`src/rtl/lfr_pkg.sv`:
```
// Shared types and helpers for the line-following controller: FSM state codes,
// motor pin codes, sensor patterns and the steering/duty helper functions.
package lfr_pkg;

    typedef enum logic [2:0] {
        IDLE   = 3'd0,
        FOLLOW = 3'd1,
        TURN_L = 3'd2,
        TURN_R = 3'd3,
        SEARCH = 3'd4,
        NODE   = 3'd5,
        STOP   = 3'd6
    } state_t;

    localparam logic [1:0] MOT_FWD = 2'b10;
    localparam logic [1:0] MOT_REV = 2'b01;
    localparam logic [1:0] MOT_BRK = 2'b00;

    localparam logic [2:0] SNS_NONE   = 3'b000;
    localparam logic [2:0] SNS_CENTRE = 3'b010;
    localparam logic [2:0] SNS_ALL    = 3'b111;

    localparam logic DIR_L = 1'b0;
    localparam logic DIR_R = 1'b1;

    localparam logic [6:0] DUTY_MAX = 7'd100;

    function automatic logic [6:0] clamp_duty(input int unsigned duty);
        if (duty > 32'd100) begin
            clamp_duty = DUTY_MAX;
        end else begin
            clamp_duty = 7'(duty);
        end
    endfunction

    // Steering decision shared by FOLLOW, TURN_L and TURN_R.
    function automatic state_t track_next(input logic [2:0] s);
        case (s)
            3'b010, 3'b101: track_next = FOLLOW;
            3'b100, 3'b110: track_next = TURN_L;
            3'b001, 3'b011: track_next = TURN_R;
            3'b111:         track_next = NODE;
            default:        track_next = SEARCH;
        endcase
    endfunction

endpackage

```
`src/rtl/sensor_debounce.sv`:
```
// Two-flop synchroniser plus per-bit tick-based debounce: a bit is accepted only after
// the synced value has differed from the accepted value on DEBOUNCE_TICKS consecutive ticks.
module sensor_debounce #(
    parameter int WIDTH          = 3,
    parameter int DEBOUNCE_TICKS = 4
) (
    input  logic             clk,
    input  logic             rst_n,
    input  logic             i_tick,
    input  logic [WIDTH-1:0] i_raw,
    output logic [WIDTH-1:0] o_stable
);
    localparam int CW = (DEBOUNCE_TICKS > 1) ? $clog2(DEBOUNCE_TICKS + 1) : 1;

    logic [WIDTH-1:0] r_meta;
    logic [WIDTH-1:0] r_sync;
    logic [WIDTH-1:0] r_stable;
    logic [CW-1:0]    r_cnt [WIDTH];

    // Synchroniser for the asynchronous sensor inputs.
    always_ff @(posedge clk or negedge rst_n) begin
        if (!rst_n) begin
            r_meta <= '0;
            r_sync <= '0;
        end else begin
            r_meta <= i_raw;
            r_sync <= r_meta;
        end
    end

    // Per-bit agreement counters; any tick that agrees with the accepted value restarts the count.
    always_ff @(posedge clk or negedge rst_n) begin
        if (!rst_n) begin
            r_stable <= '0;
            for (int i = 0; i < WIDTH; i++) begin
                r_cnt[i] <= '0;
            end
        end else if (i_tick) begin
            for (int i = 0; i < WIDTH; i++) begin
                if (r_sync[i] == r_stable[i]) begin
                    r_cnt[i] <= '0;
                end else if (r_cnt[i] == CW'(DEBOUNCE_TICKS - 1)) begin
                    r_stable[i] <= r_sync[i];
                    r_cnt[i]    <= '0;
                end else begin
                    r_cnt[i] <= r_cnt[i] + 1'b1;
                end
            end
        end
    end

    assign o_stable = r_stable;

endmodule

```
`src/rtl/line_follow_ctrl.sv`:
```
// Line-following decision stage: tick prescaler, debounced sensors, steering FSM,
// junction counter and lost-line flag, with registered motor/duty commands.
module line_follow_ctrl
    import lfr_pkg::*;
#(
    parameter int CLK_HZ         = 50_000_000,
    parameter int TICK_HZ        = 1000,
    parameter int DEBOUNCE_TICKS = 4,
    parameter int LOST_TIMEOUT   = 500,
    parameter int NODE_HOLD      = 200,
    parameter int DUTY_FWD       = 90,
    parameter int DUTY_TURN      = 60
) (
    input  logic       clk_50,
    input  logic       rst_n,
    input  logic       enable,
    input  logic [2:0] sensor,
    output logic       l1,
    output logic       l2,
    output logic       r1,
    output logic       r2,
    output logic [6:0] duty_cycle,
    output logic [7:0] node_count,
    output logic       lost,
    output logic [2:0] state_dbg
);
    localparam int TICK_DIV = CLK_HZ / TICK_HZ;
    localparam int PW       = (TICK_DIV > 1) ? $clog2(TICK_DIV) : 1;
    localparam int LCW      = $clog2(LOST_TIMEOUT + 1);
    localparam int HCW      = $clog2(NODE_HOLD + 1);
    localparam logic [6:0] DUTY_FWD_C  = clamp_duty(DUTY_FWD);
    localparam logic [6:0] DUTY_TURN_C = clamp_duty(DUTY_TURN);

    logic [PW-1:0]  r_presc;
    logic           w_tick;
    logic [2:0]     w_s;
    state_t         r_state;
    state_t         w_state_nxt;
    logic [LCW-1:0] r_lost_cnt;
    logic [HCW-1:0] r_hold_cnt;
    logic [7:0]     r_node_cnt;
    logic           r_lost;
    logic           r_last_dir;
    logic [1:0]     w_mot_l;
    logic [1:0]     w_mot_r;
    logic [6:0]     w_duty;
    logic [1:0]     r_mot_l;
    logic [1:0]     r_mot_r;
    logic [6:0]     r_duty;

    // Decision tick prescaler.
    always_ff @(posedge clk_50 or negedge rst_n) begin
        if (!rst_n) begin
            r_presc <= '0;
        end else if (w_tick) begin
            r_presc <= '0;
        end else begin
            r_presc <= r_presc + 1'b1;
        end
    end

    assign w_tick = (r_presc == PW'(TICK_DIV - 1));

    sensor_debounce #(
        .WIDTH          (3),
        .DEBOUNCE_TICKS (DEBOUNCE_TICKS)
    ) u_debounce (
        .clk      (clk_50),
        .rst_n    (rst_n),
        .i_tick   (w_tick),
        .i_raw    (sensor),
        .o_stable (w_s)
    );

    // Next-state and motor command decode; dropping enable overrides the tick gating.
    always_comb begin
        w_state_nxt = r_state;
        w_mot_l     = MOT_BRK;
        w_mot_r     = MOT_BRK;
        w_duty      = 7'd0;

        if (!enable) begin
            w_state_nxt = IDLE;
        end else if (w_tick) begin
            case (r_state)
                IDLE:                   w_state_nxt = FOLLOW;
                FOLLOW, TURN_L, TURN_R: w_state_nxt = track_next(w_s);
                SEARCH: begin
                    if (w_s != SNS_NONE) begin
                        w_state_nxt = FOLLOW;
                    end else if (r_lost_cnt == LCW'(LOST_TIMEOUT - 1)) begin
                        w_state_nxt = STOP;
                    end else begin
                        w_state_nxt = SEARCH;
                    end
                end
                NODE: begin
                    if (r_hold_cnt == HCW'(NODE_HOLD - 1)) begin
                        w_state_nxt = FOLLOW;
                    end else begin
                        w_state_nxt = NODE;
                    end
                end
                STOP:    w_state_nxt = STOP;
                default: w_state_nxt = IDLE;
            endcase
        end else begin
            w_state_nxt = r_state;
        end

        case (r_state)
            FOLLOW, NODE: begin
                w_mot_l = MOT_FWD;
                w_mot_r = MOT_FWD;
                w_duty  = DUTY_FWD_C;
            end
            TURN_L: begin
                w_mot_l = MOT_BRK;
                w_mot_r = MOT_FWD;
                w_duty  = DUTY_TURN_C;
            end
            TURN_R: begin
                w_mot_l = MOT_FWD;
                w_mot_r = MOT_BRK;
                w_duty  = DUTY_TURN_C;
            end
            SEARCH: begin
                if (r_last_dir == DIR_R) begin
                    w_mot_l = MOT_FWD;
                    w_mot_r = MOT_REV;
                end else begin
                    w_mot_l = MOT_REV;
                    w_mot_r = MOT_FWD;
                end
                w_duty = DUTY_TURN_C;
            end
            default: begin
                w_mot_l = MOT_BRK;
                w_mot_r = MOT_BRK;
                w_duty  = 7'd0;
            end
        endcase
    end

    // State, dwell counters, junction count, lost flag and last turn direction.
    always_ff @(posedge clk_50 or negedge rst_n) begin
        if (!rst_n) begin
            r_state    <= IDLE;
            r_lost_cnt <= '0;
            r_hold_cnt <= '0;
            r_node_cnt <= 8'd0;
            r_lost     <= 1'b0;
            r_last_dir <= DIR_L;
        end else begin
            r_state <= w_state_nxt;

            if (w_state_nxt != r_state) begin
                r_lost_cnt <= '0;
                r_hold_cnt <= '0;
            end else if (w_tick && r_state == SEARCH) begin
                r_lost_cnt <= r_lost_cnt + 1'b1;
            end else if (w_tick && r_state == NODE) begin
                r_hold_cnt <= r_hold_cnt + 1'b1;
            end

            if (w_state_nxt == NODE && r_state != NODE && r_node_cnt != 8'd255) begin
                r_node_cnt <= r_node_cnt + 8'd1;
            end

            if (r_state == IDLE) begin
                r_lost <= 1'b0;
            end else if (r_state == SEARCH && w_state_nxt == STOP) begin
                r_lost <= 1'b1;
            end

            if (w_state_nxt == TURN_L) begin
                r_last_dir <= DIR_L;
            end else if (w_state_nxt == TURN_R) begin
                r_last_dir <= DIR_R;
            end
        end
    end

    // Motor and duty commands follow the state by one clock.
    always_ff @(posedge clk_50 or negedge rst_n) begin
        if (!rst_n) begin
            r_mot_l <= MOT_BRK;
            r_mot_r <= MOT_BRK;
            r_duty  <= 7'd0;
        end else begin
            r_mot_l <= w_mot_l;
            r_mot_r <= w_mot_r;
            r_duty  <= w_duty;
        end
    end

    assign {l1, l2}   = r_mot_l;
    assign {r1, r2}   = r_mot_r;
    assign duty_cycle = r_duty;
    assign node_count = r_node_cnt;
    assign lost       = r_lost;
    assign state_dbg  = r_state;

endmodule

```
`config.mk`:
```
export PLATFORM = sky130hd
export DESIGN_NAME = line_follow_ctrl
export DESIGN_NICKNAME = d
export VERILOG_FILES = /design/src/rtl/lfr_pkg.sv /design/src/rtl/sensor_debounce.sv /design/src/rtl/line_follow_ctrl.sv
export SDC_FILE = /design/constraint.sdc
export NUM_CORES = 1
export LEC_CHECK = 0
export BUFFER_PORTS_ARGS = -buffer_cell sky130_fd_sc_hd__buf_2
export CAP_MARGIN = 0
export CORE_MARGIN = 2
export CORE_UTILIZATION = 59
export DETAILED_ROUTE_END_ITERATION = 10
export GPL_TIMING_DRIVEN = 0
export PLACE_DENSITY_LB_ADDON = 0.2
export SLEW_MARGIN = 5
export SYNTH_ARGS = -nofsm -noshare
export SYNTH_HDL_FRONTEND = slang
export SYNTH_SLANG_ARGS = --single-unit
```
`constraint.sdc`:
```
create_clock -name clk_50 -period 2.4 [get_ports clk_50]
set_input_delay 0.24 -clock clk_50 [delete_from_list [all_inputs] [get_ports clk_50]]
set_output_delay 0.24 -clock clk_50 [all_outputs]
set_load 0.01 [all_outputs]
```
Word-level counts from Yosys, hierarchy flattened. Index checks and enable logic that the tools add are counted.

Add/sub/neg operators: 7. Eq/ne operators: 30. Multiplexer cells: 28. Bitwise gates (word level): 3. Reductions and logical operators: 23.

Operators with widths (number): $mux W3 (10); $eq A3 B2 Y1 const B (9); $eq A3 B3 Y1 const B (9); $mux W8 (3); $mux W9 (2); $add A16 B1 Y16 const B (1); $add A8 B1 Y8 const B (2); $eq A16 B16 Y1 const B (1); $mux W16 (1); $pmux W3 S5 (1); $pmux W7 S2 (1); $pmux W3 S4 (1); $reduce_or A3 Y1 (4); $add A3 B1 Y3 const B (3); $add A9 B1 Y9 const B (1); $eq A9 B9 Y1 const B (1); $reduce_and A3 Y1 (3); $eq A8 B8 Y1 const B (1); $ne A8 B8 Y1 const B (1); $pmux W2 S2 (2); $reduce_bool A2 Y1 (4); $reduce_or A2 Y1 (4); $eq A3 B1 Y1 const B (2); $mux W2 (3); other kinds (10) (21).

Register bits: 75. Input bits: 6. Output and inout port bits: 23. Logic and storage cells: 109.

Longest topological paths before layout. Gate-level depths: netlist (run 1).

Depth after elaboration: 10. Mapped depth: 9. Depth with buffers taken out: 7.

By module. From an unflattened synthesis (run 1), not the netlist that was laid out.

Cell total of the unflattened synthesis: 334. Area total of the unflattened synthesis: 3607.2 sq um.

Modules (own cells, without submodules): line_follow_ctrl (times used 1, cells each 272, area an instance 2819.0 sq um, seq. area each 1326.3 sq um); sensor_debounce (times used 1, cells each 62, area an instance 788.3 sq um, seq. area each 450.4 sq um).

Worst setup path before layout (run 1). Ideal clock, no wire load.

Path type: register -> register. Start point: register u_debounce.r_stable[0], in the netlist u_debounce.o_stable[0]. End point: register r_node_cnt[1], in the netlist node_count[1]. Arrival time: 2.092 ns. Required time: 2.275 ns. Setup slack: 0.183 ns. Stages on the path, launching flop included: 8. Buffers on the path: 1. Clock period less this slack: 2.217 ns. Cells stage by stage: dfrtp_1 buf_6 or4_4 a21boi_0 nor3_1 a21boi_2 or3_4 mux2_4.

Word-level cells in the longest chain between the ends: 9. Elaborated cells between the ends (all ways): 19. Classes of those cells: 8 x eq/ne; 5 x mux; 6 x reduce/logical.

Ends and longest elaborated chain: from (decl) (RTL line sensor_debounce.sv:17) `logic [WIDTH-1:0] r_stable;`; from (signal, indexed assignment) (RTL line sensor_debounce.sv:43) `r_stable[i] <= r_sync[i];`; $eq A3 B1 Y1, or another cell as far along (RTL line lfr_pkg.sv:38) `case (s)`; $reduce_or A2 Y1 (RTL line lfr_pkg.sv:38); $pmux W3 S4 (RTL line lfr_pkg.sv:38); $pmux W3 S5 (*) (RTL line line_follow_ctrl.sv:85) `case (r_state)`; $mux W3 (*) (RTL line line_follow_ctrl.sv:84) `end else if (w_tick) begin`; $mux W3 (*) (RTL line line_follow_ctrl.sv:82) `if (!enable) begin`; $eq A3 B3 Y1 (*) (RTL line line_follow_ctrl.sv:166) `if (w_state_nxt == NODE && r_state != NODE && r_node_cnt != 8'd255) begin`; $logic_and A1 B1 Y1 (*) (2 in series) (RTL line line_follow_ctrl.sv:166); to (signal assigned) (RTL line line_follow_ctrl.sv:167) `r_node_cnt <= r_node_cnt + 8'd1;`; to (decl) (RTL line line_follow_ctrl.sv:41) `logic [7:0] r_node_cnt;`.

Every way passes the cells marked *; elsewhere a longest branch is shown, timed or not. A chain may end at the register's enable or synchronous reset.

Worst setup path in the final report (run 1).
Start point: register u_debounce.r_stable[1], in the netlist u_debounce.o_stable[1]. End point: register r_node_cnt[1], in the netlist node_count[1].

Same word-level chain as after synthesis.

==> metrics.md, run 1 <==
| Metric | Value |
|---|---|
| Outcome | completed |
| Vias post-DR | 2551 |
| Initial Util | between 50% and 60% |
| Post-synthesis simple-gate area fraction | approximately a quarter |
| Vias in the first global route | about 2500 |
| First-pass detailed-route iteration total | 4 |
| Synth Register Bits | 71 |
| Dpl hpwl | 4.40 mm |
| CP endpoint | node_count[1]$_DFFE_PN0P_ |
| CP peak stage delay | around 0.61 ns |
| Largest family of logic cells by synthesized area | simple AND/OR/NAND/NOR gates |
| Antenna Violating Nets Remaining | 0 |
| Grt ovf | 0 |
| Hold_ws | approximately 0.22 ns |
| Ys Warns | 0 |
| Worst setup path startpoint | u_debounce.o_stable[1]$_DFFE_PN0P_ |
| Top cells by area, synth | dfrtp_1 (51%), xnor2_1 (5.0%), xor2_1 (4.8%) |
| Worst endpoint data arrival time | 2.58 ns |
| Fillers | roughly 440 |
| Core Box Area | between 5000 and 6000 sq um |
| Clk slew on worst S/H paths | around 0.07 ns |
| Multiplexer area fraction after synthesis | 1.72% |
| First-pass GRT wire length | 11.2 mm |
| Die W | between 80 and 90 um |
| Worst R2R Path Depth | 6 |
| Pleak | around 2.0 nW |
| Asr flop ratio synth | 100% |
| Number of I/O pins | 29 |
| CP top delay family | simple AND/OR/NAND/NOR gates |
| R2R Setup Slk | 0.05 ns |
| Share of the synthesized area in the top cell type | between 50% and 60% |
| Via density | 5.52 |
| Clock sinks | 71 |
| CTS root buffer | clkbuf_8 |
| Worst Skew | between 0.006 and 0.007 ns |
| Drc violations | 0 |
| Final-report hold violation count | 0 |
| Max-cap violations | 0 |
| Util after Layout | a little over two thirds |
| Crit. End Element | register |
| Share of cells above drive strength 1 | a little under a quarter |
| Die Ht | about 80 um |
| Pin count of the biggest net entering global routing | 71 |
| Nets | between 300 and 400 |
| Met3 WL | 238 um |
| Design Power | slightly above 2 mW |
| All-Layer GR Usage | a little under a quarter |
| Max layer used | met4 |
| Standard-cell rows | 28 |
| Critical-path cell list | or4_4 -> nor4b_4 -> o21bai_2 -> a21boi_4 -> or3_4 -> mux2_4 |
| HP Class | primary input to asynchronous set/reset pin |
| # port buffers | 27 |
| DR iter-0 viols | 96 |
| Inst Count DP | 438 |
| Number of inserted diodes | 0 |
| Placer Congestion | roughly 0.9 |
| Final Instance Count excl. Fillers | around 460 |
| Clock Tree Buf Depth | 2 |
| Syn Inst Count | 335 |
| EDFF count, synth | 0 |
| Setup Crit Path Kind | register to register |
| R2R Path Start | u_debounce.o_stable[1]$_DFFE_PN0P_ |
| Post-Syn Area per Cell | 10.4 sq um |
| Setup WS pre-CTS | -0.0342 ns |
| Fmax | 426 MHz |
| Post-route minimum period | 2.35 ns |
| Pwr per Cell Area | roughly 500 nW/um^2 |
| Met2 wire length | between 3 and 4 mm |
| Synth Area in Adders | about 2.5% |
| Routed wire length per instance | between 10 and 15 um |
| Ys flop type | dfrtp_1 |
| Clock latency at the later pin of the worst-skew pair | 0.35 ns |
| Post-Synthesis Cell Area | between 3000 and 4000 sq um |
| Crit. path cell count | 6 |
| Register area share after synthesis | just over 50% |
| H-tree depth | 3 |
| Synth Area in XOR/XNOR | 9.80% |
| Most numerous cell in the Yosys netlist | dfrtp_1 |
| Synth area leader | dfrtp_1 |
| CTS tree | built |
| Post-Syn Nets | approximately 350 |
| Synth unique cells | slightly below 60 |
| Final Max Tran Viols | 0 |
| Final setup fails | 0 |
| CTS buffer count | 9 |
| Worst path required time | 2.64 ns |
| WL final | 6.60 mm |
| Initial antenna violation count | 0 |
| CP bufs+invs | 0 |
| M1 wire length | 3.07 mm |
| Post-synthesis compound-gate area fraction | approximately 7.1% |
| Commonest cells post-synth | dfrtp_1 (71), nor2_1 (42), nand2_1 (32) |
| Fin crit share | a little over nine tenths |
| Die area | around 6500 sq um |
| CP startpoint kind | register |
| Worst IR Drop VDD | between 300 and 400 uV |
| Area Growth Syn to Fin | 16.2% |
| Setup ws final | approximately 0.053 ns |
| Critical-path top delay cell | or4_4 |
| Crit path max fanout | 7 |
| RR Endpoint | node_count[1]$_DFFE_PN0P_ |
-- stage by stage --
| stage | TNS [ns] | instance area, sq um |
|---|---|---|
| after floorplan | 0 | 3490 |
| after global placement | -0.0104 | 3720 |
| after detailed placement | -0.0342 | 3750 |
| after CTS | -0.0168 | 3940 |
| after global routing | -0.00907 | 4050 |
| final | 0 | 4050 |
-- cells by family after synthesis --
kind of cell	count (synthesis)
flip-flops	71
XOR/XNOR	39
AO/OA/AOI/OAI	36
other	1
adder cells (fa/ha/maj)	7
multiplexers	5
buffers and inverters	23
AND/OR/NAND/NOR	153
-- routing by layer --
layer | GRT usage (%) | vias up
li1 | - | 1245
met1 | 28.7 | 1257
met2 | 37.5 | 40
met3 | 5.00 | 9
met4 | 8.64 | 0
met5 | 0 | -
-- timing repair --
action,4_1_cts,5_1_grt
setup endpoints to repair,2,29
hold buffers,4,0
setup buffers,0,6
gates resized for setup,2,16
pin swaps,0,3
hold endpoints to repair,74,0
-- report_power, final --
part | internal [mW] | leakage, nW | switching (mW)
logic | 0.0211 | 0.923 | 0.0375
clock network | 0.361 | 0.0761 | 0.406
registers | 1.20 | 0.964 | 0.00290
-- state kept, by name, summed over array words and instances (netlist names) --
name	flops
u_debounce.r_sync	3
r_lost_cnt	9
u_debounce.r_meta	3
lost	1
u_debounce.r_cnt	9
u_debounce.o_stable	3
r_presc	16
duty_cycle	3
r_hold_cnt	8
r_mot_r	2
state_dbg	3
node_count	8
r_mot_l	2
r_last_dir	1
-- how the worst min path moves through the flow --
stage	depth (start not counted)	from	slack (ns)	endpoint
2_1_floorplan	0	rst_n	-0.06	duty_cycle[1]$_DFF_PN0_
3_3_place_gp	0	u_debounce.r_meta[1]$_DFF_PN0_	0.34	u_debounce.r_sync[1]$_DFF_PN0_
3_5_place_dp	1	rst_n	0.04	node_count[5]$_DFFE_PN0P_
4_1_cts	2	rst_n	0.22	node_count[5]$_DFFE_PN0P_
5_1_grt	2	rst_n	0.23	node_count[5]$_DFFE_PN0P_
6_report	2	rst_n	0.22	node_count[5]$_DFFE_PN0P_
-- worst reg2reg max path, delay by kind of cell (launching register included) --
family / cells / cell delay [ns]
flops: 1 / 0.46
simple gates: 3 / 1.19
compound gates: 2 / 0.29
mux: 1 / 0.30
-- layout make-up --
type	count	area [sq um]	share of cell area (%)
sequential	71	1780	43.8
tap	75	93.8	2.32
clock buffer	12	135	3.33
buffer	15	124	3.06
inverter	8	30.0	0.741
clock inverter	2	10.0	0.247
multi-input combinational	241	1630	40.3
timing repair buffer	38	250	6.17
-- cells in the final DEF, fill, tap and decap left out, types with 2 or more instances in the layout --
master         netlist  layout
clkbuf_8             2      11
dlygate4sd3_1        0       4
xnor2_1             20      20
and4bb_2             2       2
nand4_1              3       3
clkbuf_1             4       5
and4_1               2       2
ha_1                 7       7
buf_2                0      26
buf_4                6      13
xor2_1              19      19
nor3_1               8       7
nand3_1             26      26
nand2b_1             3       3
nor4_1               6       6
mux2_2               3       3
nand2_1             32      32
or2_2                3       3
o21ai_0              7       6
clkinv_2             0       2
and3_1               8       7
nor2_1              42      42
buf_6                3       3
clkbuf_2             0       2
or3_1                3       3
and2_1               2       2
inv_1                8       8
nor4b_4              1       2
o21ai_1              1       2
dfrtp_1             71      71
a21oi_1              9       9
Note: power is estimated with default switching activity, not from simulation.
==> run 2: changes to the inputs <==
CORE_ASPECT_RATIO = 0.8   (was unset)
==> metrics.md, run 2 (synthesis gave the netlist of run 1 again) <==
| Metric | Value |
|---|---|
| Post-route minimum period | between 2 and 2.5 ns |
| Sum Neg Setup Slack | 0 ns |
| Worst slew pin tran | roughly 0.85 ns |
| Outcome | completed |
| Dpl hpwl | 4.26 mm |
| Clock sinks | 71 |
| Initial antenna violation count | 0 |
| Fmax | approximately 430 MHz |
| First-pass detailed-route iteration total | 4 |
| Crit path max fanout | 8 |
| Final Max Tran Viols | 0 |
| Via density | between 5 and 6 |
| Nets | just under 400 |
| Clk slew on worst S/H paths | 0.06 ns |
| Die W | around 90 um |
| All-Layer GR Usage | 20.8% |
| Number of I/O pins | 29 |
| Max-cap violations | 0 |
| CTS tree | built |
| RSZ-0062 raised after global routing | no |
| Number of inserted diodes | 0 |
| Placer Congestion | 0.842 |
| DR iter-0 viols | ~180 |
| Clock latency at the later pin of the worst-skew pair | roughly 0.34 ns |
| First-pass GRT wire length | between 10 and 15 mm |
| Crit. End Element | register |
| Setup Crit Path Kind | register to register |
| Most common cell after layout, fill and taps aside | dfrtp_1 |
| Die Ht | 72.8 um |
| Worst path required time | ~2.6 ns |
| H-tree depth | 3 |
| Rel. slew slack | roughly 43% |
| Share of cells above drive strength 1 | approximately 22% |
| Grt ovf | 0 |
| Area Growth Syn to Fin | 15.6% |
| Drc violations | 0 |
| HP Class | primary input to asynchronous set/reset pin |
| Vias in the first global route | roughly 2400 |
| Final setup fails | 0 |
| Biggest register | r_presc |
| Die area | around 6500 sq um |
| Routed wire length per instance | approximately 13 um |
| CTS buffer count | 9 |
| Antenna Violating Nets Remaining | 0 |
| Worst IR Drop VDD | approximately 460 uV |
| Most frequent cells in the layout | dfrtp_1 (70), nor2_1 (42), nand2_1 (32) |
| Fin crit share | between 90% and 100% |
| Pin count of the biggest net entering global routing | approximately 70 |
| Final-report hold violation count | 0 |
| # port buffers | 27 |
| WL final | 6.24 mm |
| CTS root buffer | clkbuf_8 |
| Vias post-DR | between 2000 and 3000 |
| Largest register FFs | 16 |
| Hold_ws | around 0.0078 ns |
| Worst Skew | between 0.004 and 0.005 ns |
| Clock Tree Buf Depth | 2 |
| Pleak | around 1.9 nW |
| Core Box Area | a little under 6000 sq um |
| Biggest regs | r_presc (16), r_lost_cnt (9), u_debounce.r_cnt (9) |
| Initial Util | around 60% |
| R2R Setup Slk | approximately 0.054 ns |
| CP startpoint kind | register |
| Standard-cell rows | 25 |
| Pwr per Cell Area | 526 nW/um^2 |
| Worst endpoint data arrival time | between 2 and 3 ns |
[run 2: worst max-delay path, stage by stage, from the launching register on]
cell	delay [ns]
dfrtp_1	0.37
buf_6	0.13
or4_4	0.55
nor4b_4	0.16
o21bai_2	0.20
a21boi_4	0.11
or3_4	0.40
mux2_4	0.30
[run 2: cell type report]
class                   count  area, sq um
plain buffers              15          124
clock buffers              14          183
fillers                   455         1790
inverters                   8         30.0
multi-input cells         241         1630
flip-flops and latches     71         1780
well taps                  81          101
repair buffers             33          190
[run 2: report_power, final]
part | total [mW] | internal (mW) | switching (mW)
clock | 0.864 | 0.477 | 0.387
combinational | 0.0512 | 0.0152 | 0.0360
sequential | 1.20 | 1.20 | 0.00208
total | 2.12 | 1.69 | 0.425
[run 2: path summary, 6_finish.rpt]
kind                                                           end                                from  cells after the start
worst min register to register      u_debounce.r_sync[2]$_DFF_PN0_      u_debounce.r_meta[2]$_DFF_PN0_                      0
min in group clk_50                         state_dbg[1]$_DFF_PN0_                              enable                      3
max in group asynchronous       u_debounce.o_stable[1]$_DFFE_PN0P_                               rst_n                      1
worst max register to register           node_count[1]$_DFFE_PN0P_  u_debounce.o_stable[0]$_DFFE_PN0P_                      7
worst max-delay path                     node_count[1]$_DFFE_PN0P_  u_debounce.o_stable[0]$_DFFE_PN0P_                      7
worst min-delay path                     node_count[3]$_DFFE_PN0P_                               rst_n                      1
[run 2: per-stage QoR]
step | total power [mW] | setup WS [ns] | instances | area [sq um] | util (%)
finish | 2.12 | 0.0539 | 463 | 4030 | 69.3
global route | 2.21 | 0.00431 | 463 | 4030 | 69.3
CTS | 2.15 | 0.0166 | 460 | 3970 | 68.2
detailed placement | 1.27 | -0.0426 | 443 | 3730 | 64.0
global placement | 1.27 | 0.00395 | 443 | 3720 | 64.0
floorplan | 1.24 | 0.183 | 335 | 3490 | -
[run 2: layer usage]
layer | routed length (um) | GRT usage (%) | up-vias
li1 | - | - | 1237
met1 | 3010 | 27.2 | 1224
met2 | 2870 | 33.1 | 48
met3 | 272 | 6.51 | 9
met4 | 93 | 8.21 | 0
met5 | 0 | 0 | -
[run 2: what timing repair did]
item	CTS	global route
resized for setup	5	12
hold endpoints to repair	3	0
endpoints found under the setup margin	1	19
pin swaps	1	2
setup buffers	0	3
hold buffers	3	0
cloned	0	0
